File: src/rtl/spi_pkg.sv
// Shared types and constants for the mode-0 SPI responder.
package spi_pkg;
    typedef enum logic {IDLE, SHIFT} state_t;

    localparam int SPI_WIDTH = 8;
    localparam logic [SPI_WIDTH-1:0] TX_IDLE_FILL = 8'h00;
endpackage

File: src/rtl/spi_sync_edge.sv
// Multi-flop synchronizer for an asynchronous pin, with one extra flop for rise/fall detection.
module spi_sync_edge #(
    parameter int   STAGES  = 2,
    parameter logic RST_VAL = 1'b0
) (
    input  logic clk,
    input  logic rst_n,
    input  logic din,
    output logic q,
    output logic rise,
    output logic fall
);
    logic [STAGES-1:0] sync;
    logic              prev;

    always_ff @(posedge clk or negedge rst_n) begin
        if (!rst_n) begin
            sync <= {STAGES{RST_VAL}};
            prev <= RST_VAL;
        end else begin
            sync <= {sync[STAGES-2:0], din};
            prev <= sync[STAGES-1];
        end
    end

    assign q    = sync[STAGES-1];
    assign rise = q & ~prev;
    assign fall = ~q & prev;
endmodule

File: src/rtl/spi_slave.sv
// Mode-0 SPI responder with a one-entry tx buffer for multi-byte frames.
// Optional sticky tx_underrun output when SPI_SLAVE_UNDERRUN_EN is defined.
module spi_slave
    import spi_pkg::*;
#(
    parameter int SYNC_STAGES = 2
) (
    input  logic                 clk,
    input  logic                 rst_n,
    input  logic                 sck,
    input  logic                 cs_n,
    input  logic                 mosi,
    output logic                 miso,
    output logic                 miso_oe,
    input  logic [SPI_WIDTH-1:0] tx_data,
    input  logic                 tx_load,
    output logic                 tx_ready,
    output logic [SPI_WIDTH-1:0] rx_data,
    output logic                 rx_valid,
    output logic                 busy
`ifdef SPI_SLAVE_UNDERRUN_EN
    ,
    output logic                 tx_underrun
`endif
);
    logic sck_level_unused, sck_rise, sck_fall;
    logic cs_sync, cs_rise, cs_fall;
    logic [SYNC_STAGES-1:0] mosi_pipe;
    logic mosi_sync;

    spi_sync_edge #(.STAGES(SYNC_STAGES), .RST_VAL(1'b0)) u_sck (
        .clk(clk), .rst_n(rst_n), .din(sck),
        .q(sck_level_unused), .rise(sck_rise), .fall(sck_fall)
    );

    spi_sync_edge #(.STAGES(SYNC_STAGES), .RST_VAL(1'b1)) u_cs (
        .clk(clk), .rst_n(rst_n), .din(cs_n),
        .q(cs_sync), .rise(cs_rise), .fall(cs_fall)
    );

    // Same depth as sck so mosi_sync lines up with the detected rise.
    always_ff @(posedge clk or negedge rst_n) begin
        if (!rst_n) mosi_pipe <= '0;
        else        mosi_pipe <= {mosi_pipe[SYNC_STAGES-2:0], mosi};
    end
    assign mosi_sync = mosi_pipe[SYNC_STAGES-1];

    state_t               state, state_n;
    logic [2:0]           bit_cnt, bit_cnt_n;
    logic [SPI_WIDTH-1:0] shift_rx, shift_rx_n, shift_tx, shift_tx_n;
    logic [SPI_WIDTH-1:0] rx_data_n, tx_buf, tx_next;
    logic                 miso_n, rx_valid_n, byte_boundary, byte_boundary_n;
    logic                 tx_full, consume, load_ok;

    assign tx_next = tx_full ? tx_buf : TX_IDLE_FILL;
    assign load_ok = tx_load & ~tx_full;

    always_comb begin
        state_n         = state;
        bit_cnt_n       = bit_cnt;
        shift_rx_n      = shift_rx;
        shift_tx_n      = shift_tx;
        miso_n          = miso;
        byte_boundary_n = byte_boundary;
        rx_data_n       = rx_data;
        rx_valid_n      = 1'b0;
        consume         = 1'b0;
        case (state)
            IDLE: begin
                if (cs_fall) begin
                    state_n         = SHIFT;
                    consume         = 1'b1;
                    shift_tx_n      = tx_next;
                    miso_n          = tx_next[SPI_WIDTH-1];
                    bit_cnt_n       = 3'd0;
                    byte_boundary_n = 1'b0;
                end
            end
            SHIFT: begin
                if (cs_rise) begin
                    state_n         = IDLE;
                    bit_cnt_n       = 3'd0;
                    miso_n          = 1'b0;
                    byte_boundary_n = 1'b0;
                end else if (sck_rise) begin
                    shift_rx_n = {shift_rx[SPI_WIDTH-2:0], mosi_sync};
                    bit_cnt_n  = bit_cnt + 3'd1;
                    if (bit_cnt == 3'd7) begin
                        rx_data_n       = {shift_rx[SPI_WIDTH-2:0], mosi_sync};
                        rx_valid_n      = 1'b1;
                        byte_boundary_n = 1'b1;
                    end
                end else if (sck_fall) begin
                    if (byte_boundary) begin
                        consume         = 1'b1;
                        shift_tx_n      = tx_next;
                        miso_n          = tx_next[SPI_WIDTH-1];
                        byte_boundary_n = 1'b0;
                    end else begin
                        shift_tx_n = {shift_tx[SPI_WIDTH-2:0], 1'b0};
                        miso_n     = shift_tx[SPI_WIDTH-2];
                    end
                end
            end
            default: state_n = IDLE;
        endcase
    end

    always_ff @(posedge clk or negedge rst_n) begin
        if (!rst_n) begin
            state         <= IDLE;
            bit_cnt       <= 3'd0;
            shift_rx      <= '0;
            shift_tx      <= '0;
            miso          <= 1'b0;
            byte_boundary <= 1'b0;
            rx_data       <= '0;
            rx_valid      <= 1'b0;
        end else begin
            state         <= state_n;
            bit_cnt       <= bit_cnt_n;
            shift_rx      <= shift_rx_n;
            shift_tx      <= shift_tx_n;
            miso          <= miso_n;
            byte_boundary <= byte_boundary_n;
            rx_data       <= rx_data_n;
            rx_valid      <= rx_valid_n;
        end
    end

    // Consume reads the pre-load state; a same-cycle load therefore survives.
    always_ff @(posedge clk or negedge rst_n) begin
        if (!rst_n) begin
            tx_full <= 1'b0;
            tx_buf  <= '0;
        end else begin
            if (consume) tx_full <= 1'b0;
            if (load_ok) begin
                tx_full <= 1'b1;
                tx_buf  <= tx_data;
            end
        end
    end

`ifdef SPI_SLAVE_UNDERRUN_EN
    always_ff @(posedge clk or negedge rst_n) begin
        if (!rst_n)                 tx_underrun <= 1'b0;
        else if (consume & ~tx_full) tx_underrun <= 1'b1;
        else if (load_ok)           tx_underrun <= 1'b0;
    end
`endif

    assign tx_ready = ~tx_full;
    assign miso_oe  = ~cs_sync;
    assign busy     = (state == SHIFT);
endmodule

File: config.mk
export PLATFORM = sky130hd
export DESIGN_NAME = spi_slave
export DESIGN_NICKNAME = d
export VERILOG_FILES = /design/src/rtl/spi_pkg.sv /design/src/rtl/spi_sync_edge.sv /design/src/rtl/spi_slave.sv
export SDC_FILE = /design/constraint.sdc
export NUM_CORES = 1
export LEC_CHECK = 0
export BUFFER_PORTS_ARGS = -buffer_cell sky130_fd_sc_hd__buf_2
export CORE_ASPECT_RATIO = 1.5
export CORE_UTILIZATION = 57
export DETAILED_ROUTE_END_ITERATION = 8
export GPL_ROUTABILITY_DRIVEN = 0
export MAX_ROUTING_LAYER = met4
export PLACE_DENSITY_LB_ADDON = 0.2
export SLEW_MARGIN = 20
export SYNTH_ARGS = -nofsm -noshare
export SYNTH_HDL_FRONTEND = slang
export SYNTH_SLANG_ARGS = --single-unit
File: constraint.sdc
create_clock -name clk -period 4.9 [get_ports clk]
set_input_delay 0.98 -clock clk [delete_from_list [all_inputs] [get_ports clk]]
set_output_delay 0.98 -clock clk [all_outputs]
set_load 0.05 [all_outputs]
=== Word-level counts from Yosys, hierarchy flattened ===
Index checks and enable logic that the tools add are counted.

* Bits in registers: 46
* Output and inout port bits: 13
* Word-level logic and storage cells: 82

* Bitwise operators: 12
* Reduce and logical (&&, ||, !) cells: 7
* Equal/unequal tests: 10
* Muxes and demuxes: 37
* Add/sub/neg operators: 1

{| class="wikitable"
|+ Operator list
! kind !! count
|-
| 7-bit 2-to-1 mux || 5
|-
| 1-bit 2-to-1 mux || 22
|-
| 7-bit case mux with 2 select lines || 1
|-
| 3-bit 2-to-1 mux || 3
|-
| 3-bit != test (second input constant) || 3
|-
| 3-bit AND reduction || 3
|-
| 8-bit 2-to-1 mux || 1
|-
| 2-bit != test (second input constant) || 4
|-
| 1-bit case mux with 2 select lines || 4
|-
| 4-bit AND reduction || 2
|-
| 1-bit NOT || 7
|-
| 3-bit case mux with 2 select lines || 1
|-
| 1-bit AND || 5
|-
| 4-bit by 3-bit != test with 1-bit output (second input constant) || 1
|-
| 4-bit != test (second input constant) || 1
|-
| 3-bit by 1-bit adder with 3-bit output (second input constant) || 1
|-
| 3-bit equality test (second input constant) || 1
|-
| 2-bit AND reduction || 1
|-
| 2-bit nonzero test || 1
|}

=== Logic depth before layout (Yosys ltp) ===
* Depth after elaboration: 8
* Mapped depth: 4

=== By module ===
A second synthesis with hierarchy kept.

* Cells, all modules: 140
* Area total of the unflattened synthesis: 1843.0 um^2

{| class="wikitable"
|+ Modules (own cells, without submodules)
! module !! area an instance (um^2) !! instances !! cells each
|-
| spi_slave || 1659.1 || 1 || 130
|-
| spi_sync_edge at u_cs || 93.8 || 1 || 5
|-
| spi_sync_edge at u_sck || 90.1 || 1 || 5
|}

=== Worst setup path before layout ===
Ideal clock, no wire load.

* Kind: register to output
* From: reg tx_full
* To: out tx_ready
* Arrival time: 883 ps
* Slack: 3037 ps
* Required time: 3920 ps
* Path buffers: 1
* Cell stages (with the launch flop): 3
* Cells stage by stage: dfrtp_1 > clkbuf_1 > inv_1

* Longest elaborated chain between the ends: 1

{| class="wikitable"
|+ RTL lines
! item !! RTL line !! source
|-
| start, declared || spi_slave.sv:53 || <nowiki>logic tx_full, consume, load_ok;</nowiki>
|-
| start signal, assigned || spi_slave.sv:134 || <nowiki>tx_full <= 1'b0;</nowiki>
|-
| start signal, assigned || spi_slave.sv:137 || <nowiki>if (consume) tx_full <= 1'b0;</nowiki>
|-
| start signal, assigned || spi_slave.sv:139 || <nowiki>tx_full <= 1'b1;</nowiki>
|-
| 1-bit NOT || spi_slave.sv:153 || <nowiki>assign tx_ready = ~tx_full;</nowiki>
|-
| end, declared || spi_slave.sv:17 || <nowiki>output logic tx_ready,</nowiki>
|}

No other way between the ends.

=== Final worst setup path ===
Ends and elaborated chain as after synthesis.

==> impl_metrics.csv <==
group,metric,value,unit
worst_setup_path,cp_cell_sequence,"inv_1 > buf_2",
worst_hold_path,hp-class,"reg2reg",
clock_tree,cts_num_sinks,46,
worst_setup_path,slowest_stage,"dfrtp_1",
synthesis,syn_nets,154,
synthesis,synth_seq_cells,46,
power,combPwrFrac,22.3,%
power,leakage,0.00109,uW
synthesis,synth-edff-count,0,
synthesis,synth-seq-area-share,61.8,%
placement,portBuffers,26,
timing,final.setup.tns,0,ns
power,power,993,uW
clock_tree,cts_tree,"done",
finish,area_growth,13.9,%
timing,worst_pin_slew,0.707,ns
synthesis,postSynthCellCount,138,
finish,utilization,68.0,%
global_route,grt_pass1_wl,4.88,mm
clock_tree,postCtsSetupBuffers,0,
global_route,grt_max_degree,47,
synthesis,synth_top_area_share,57.6,%
finish,diodes,0,
global_route,antenna_found_initial,0,
clock_tree,htree_levels,2,
clock_tree,ctsHoldBuffers,0,
worst_setup_path,cp_max_fo,11,
timing,maxSlewViolCount,0,
timing,final_hold_viol_count,0,
timing,setup_violations,0,
clock_tree,path_clk_slew,0.08,ns
placement,dp.final_hpwl,2.08,mm
floorplan,dieArea,3510,sq um
synthesis,synthTopCellsByArea,"dfrtp_1, mux2_2, dfstp_2",
synthesis,synthArstFlopShare,100,%
drt,drt_iter0_drc,24,
timing,min_period,2.15,ns
worst_setup_path,crit_arrival,1.17,ns
clock_tree,ctsRootBufferMaster,"clkbuf_8",
timing,post-route-period-util,44.0,%
global_route,grt.total_usage,18.6,%
power,p_switching,285,uW
finish,final_common_cell,"dfrtp_1",
power,pwr-share-seq,55.0,%
power,switching_share,28.7,%
global_route,grt_pass1_vias,1157,
outcome,status,"finished, final reports clean",
floorplan,io_pins,27,
worst_setup_path,setup.worst_path.start_class,"flop",
power,clkPwrFrac,22.7,%
worst_setup_path,cp.required,3.92,ns
floorplan,die_w,48.7,um
global_route,gr-total-overflow,0,
floorplan,core_area,3130,sq um
finish,final_nets,184,
timing,timing.slew.headroom,52.8,%
worst_setup_path,worst_path_largest_cell_delay,0.50,ns
synthesis,synth-warning-count,0,
clock_tree,clock_path_buffers,2,
drt,wl,2.86,mm
finish,n_fill_cell,241,
floorplan,fp-row-count,25,
timing,fmax,464,MHz
floorplan,initial_utilization,59.7,%
worst_setup_path,end_kind,"output port",
synthesis,syn_avg_cell_area,13.5,sq um
synthesis,synth_cell_type_count,24,
finish,final_cell_mix,"dfrtp_1, mux2_2, buf_2, nand2_1, nand3_1",
drt,drt-vias-per-instance,5.35,
drt,first_pass_iters,4,
worst_setup_path,criticalPathCategory,"reg2out",
clock_tree,cts_resized,0,
synthesis,synth_top_area_cell,"dfrtp_1",
drt,postRouteAntennaNets,0,
floorplan,die_h,72.1,um
timing,rsz0062_at_grt,"false",
finish,drive_above_1_share,43.2,%
clock_tree,cts_buffers,5,
drt,wire_per_inst,13.7,um
power,power.density,467,nW/um^2
drt,via_count,1119,
power,irDropWorstVdd,293,uV
clock_tree,insertion_delay,0.29,ns
flow_run,maxCapViolations,0,
synthesis,syn_area,1870,sq um
power,p_int,708,uW
drt,drc,0,
synthesis,synthFlopType,"dfrtp_1",
timing,skew,0.00851,ns
-- critical path, delay by kind of cell (launching register included) --
family,cells,cell delay [ns]
flip-flops,1,0.50
buffers and inverters,2,0.38
-- sequential cells by signal, summed over array words and instances, names as in the netlist --
| name | cells |
|---|---|
| shift_rx | 7 |
| byte_boundary | 1 |
| rx_data | 8 |
| u_cs.prev | 1 |
| u_sck.prev | 1 |
| mosi_pipe | 2 |
| shift_tx | 7 |
| bit_cnt | 3 |
| miso | 1 |
| u_cs.sync | 2 |
| tx_full | 1 |
| tx_buf | 8 |
| busy | 1 |
| rx_valid | 1 |
| u_sck.sync | 2 |
-- Yosys cell counts, types with 2 or more instances --
library cell  instances
nand2_1              14
nand2b_1              6
clkbuf_1              2
nor2_1                3
a22o_1                2
inv_1                 3
dfstp_2               3
mux2_2               32
a21oi_1               4
dfrtp_1              43
nor2b_1               3
ha_1                  2
nand3_1              10
-- stage by stage --
step | worst slack (ns) | instance area (sq um) | hold WS (ns) | cells
floorplan | 3.04 | 1870 | 0.331 | 138
global placement | 2.77 | 2030 | 0.335 | 201
detailed placement | 2.71 | 2030 | 0.336 | 201
CTS | 2.73 | 2120 | 0.364 | 209
global route | 2.70 | 2130 | 0.366 | 209
finish | 2.75 | 2130 | 0.357 | 209
-- power groups by stage --
stage | logic, uW | registers, uW | clock network, uW
2_1_floorplan | 176 | 543 | 0
3_3_place_gp | 217 | 549 | 0
3_5_place_dp | 225 | 555 | 0
4_1_cts | 226 | 547 | 235
5_1_grt | 245 | 561 | 245
6_report | 221 | 546 | 226
-- per-layer routing --
metal | GRT usage [%] | part of all wire (%) | vias up
li1 | - | - | 536
met1 | 18.9 | 40 | 559
met2 | 34.1 | 55 | 20
met3 | 3.77 | 3.1 | 4
met4 | 8.17 | 1.5 | 0
met5 | - | 0 | -
-- final timing paths --
| check | cells past startpoint | startpoint | slack (ns) | endpoint |
|---|---|---|---|---|
| max | 2 | tx_full$_DFFE_PN0P_ | 2.75 | tx_ready |
| min | 0 | u_sck.sync[0]$_DFF_PN0_ | 0.36 | u_sck.sync[1]$_DFF_PN0_ |
| max reg2reg | 4 | u_cs.prev$_DFF_PN1_ | 2.98 | rx_data[7]$_DFFE_PN0P_ |
| min reg2reg | 0 | u_sck.sync[0]$_DFF_PN0_ | 0.36 | u_sck.sync[1]$_DFF_PN0_ |
| max in group asynchronous | 1 | rst_n | 3.85 | u_cs.sync[1]$_DFF_PN1_ |
| min in group asynchronous | 1 | rst_n | 0.67 | tx_buf[6]$_DFFE_PN0P_ |
-- cells by family after synthesis --
family	Yosys count	share of synthesized area, %
mux	32	19.3
flops	46	61.8
fa+ha+maj	2	1.34
buf+inv	7	1.61
compound gates	10	4.22
simple gates	41	11.7
-- final cells by class --
class / instances / area, sq um / area share (%)
Clock buffer: 7 / 86.3 / 4.06
Clock inverter: 1 / 5.00 / 0.235
Inverter: 4 / 15.0 / 0.706
Multi-Input combinational cell: 85 / 683 / 32.1
Sequential cell: 46 / 1150 / 54.3
Tap cell: 40 / 50.0 / 2.35
Timing Repair Buffer: 26 / 133 / 6.24
(Power assumes the default switching activity.)
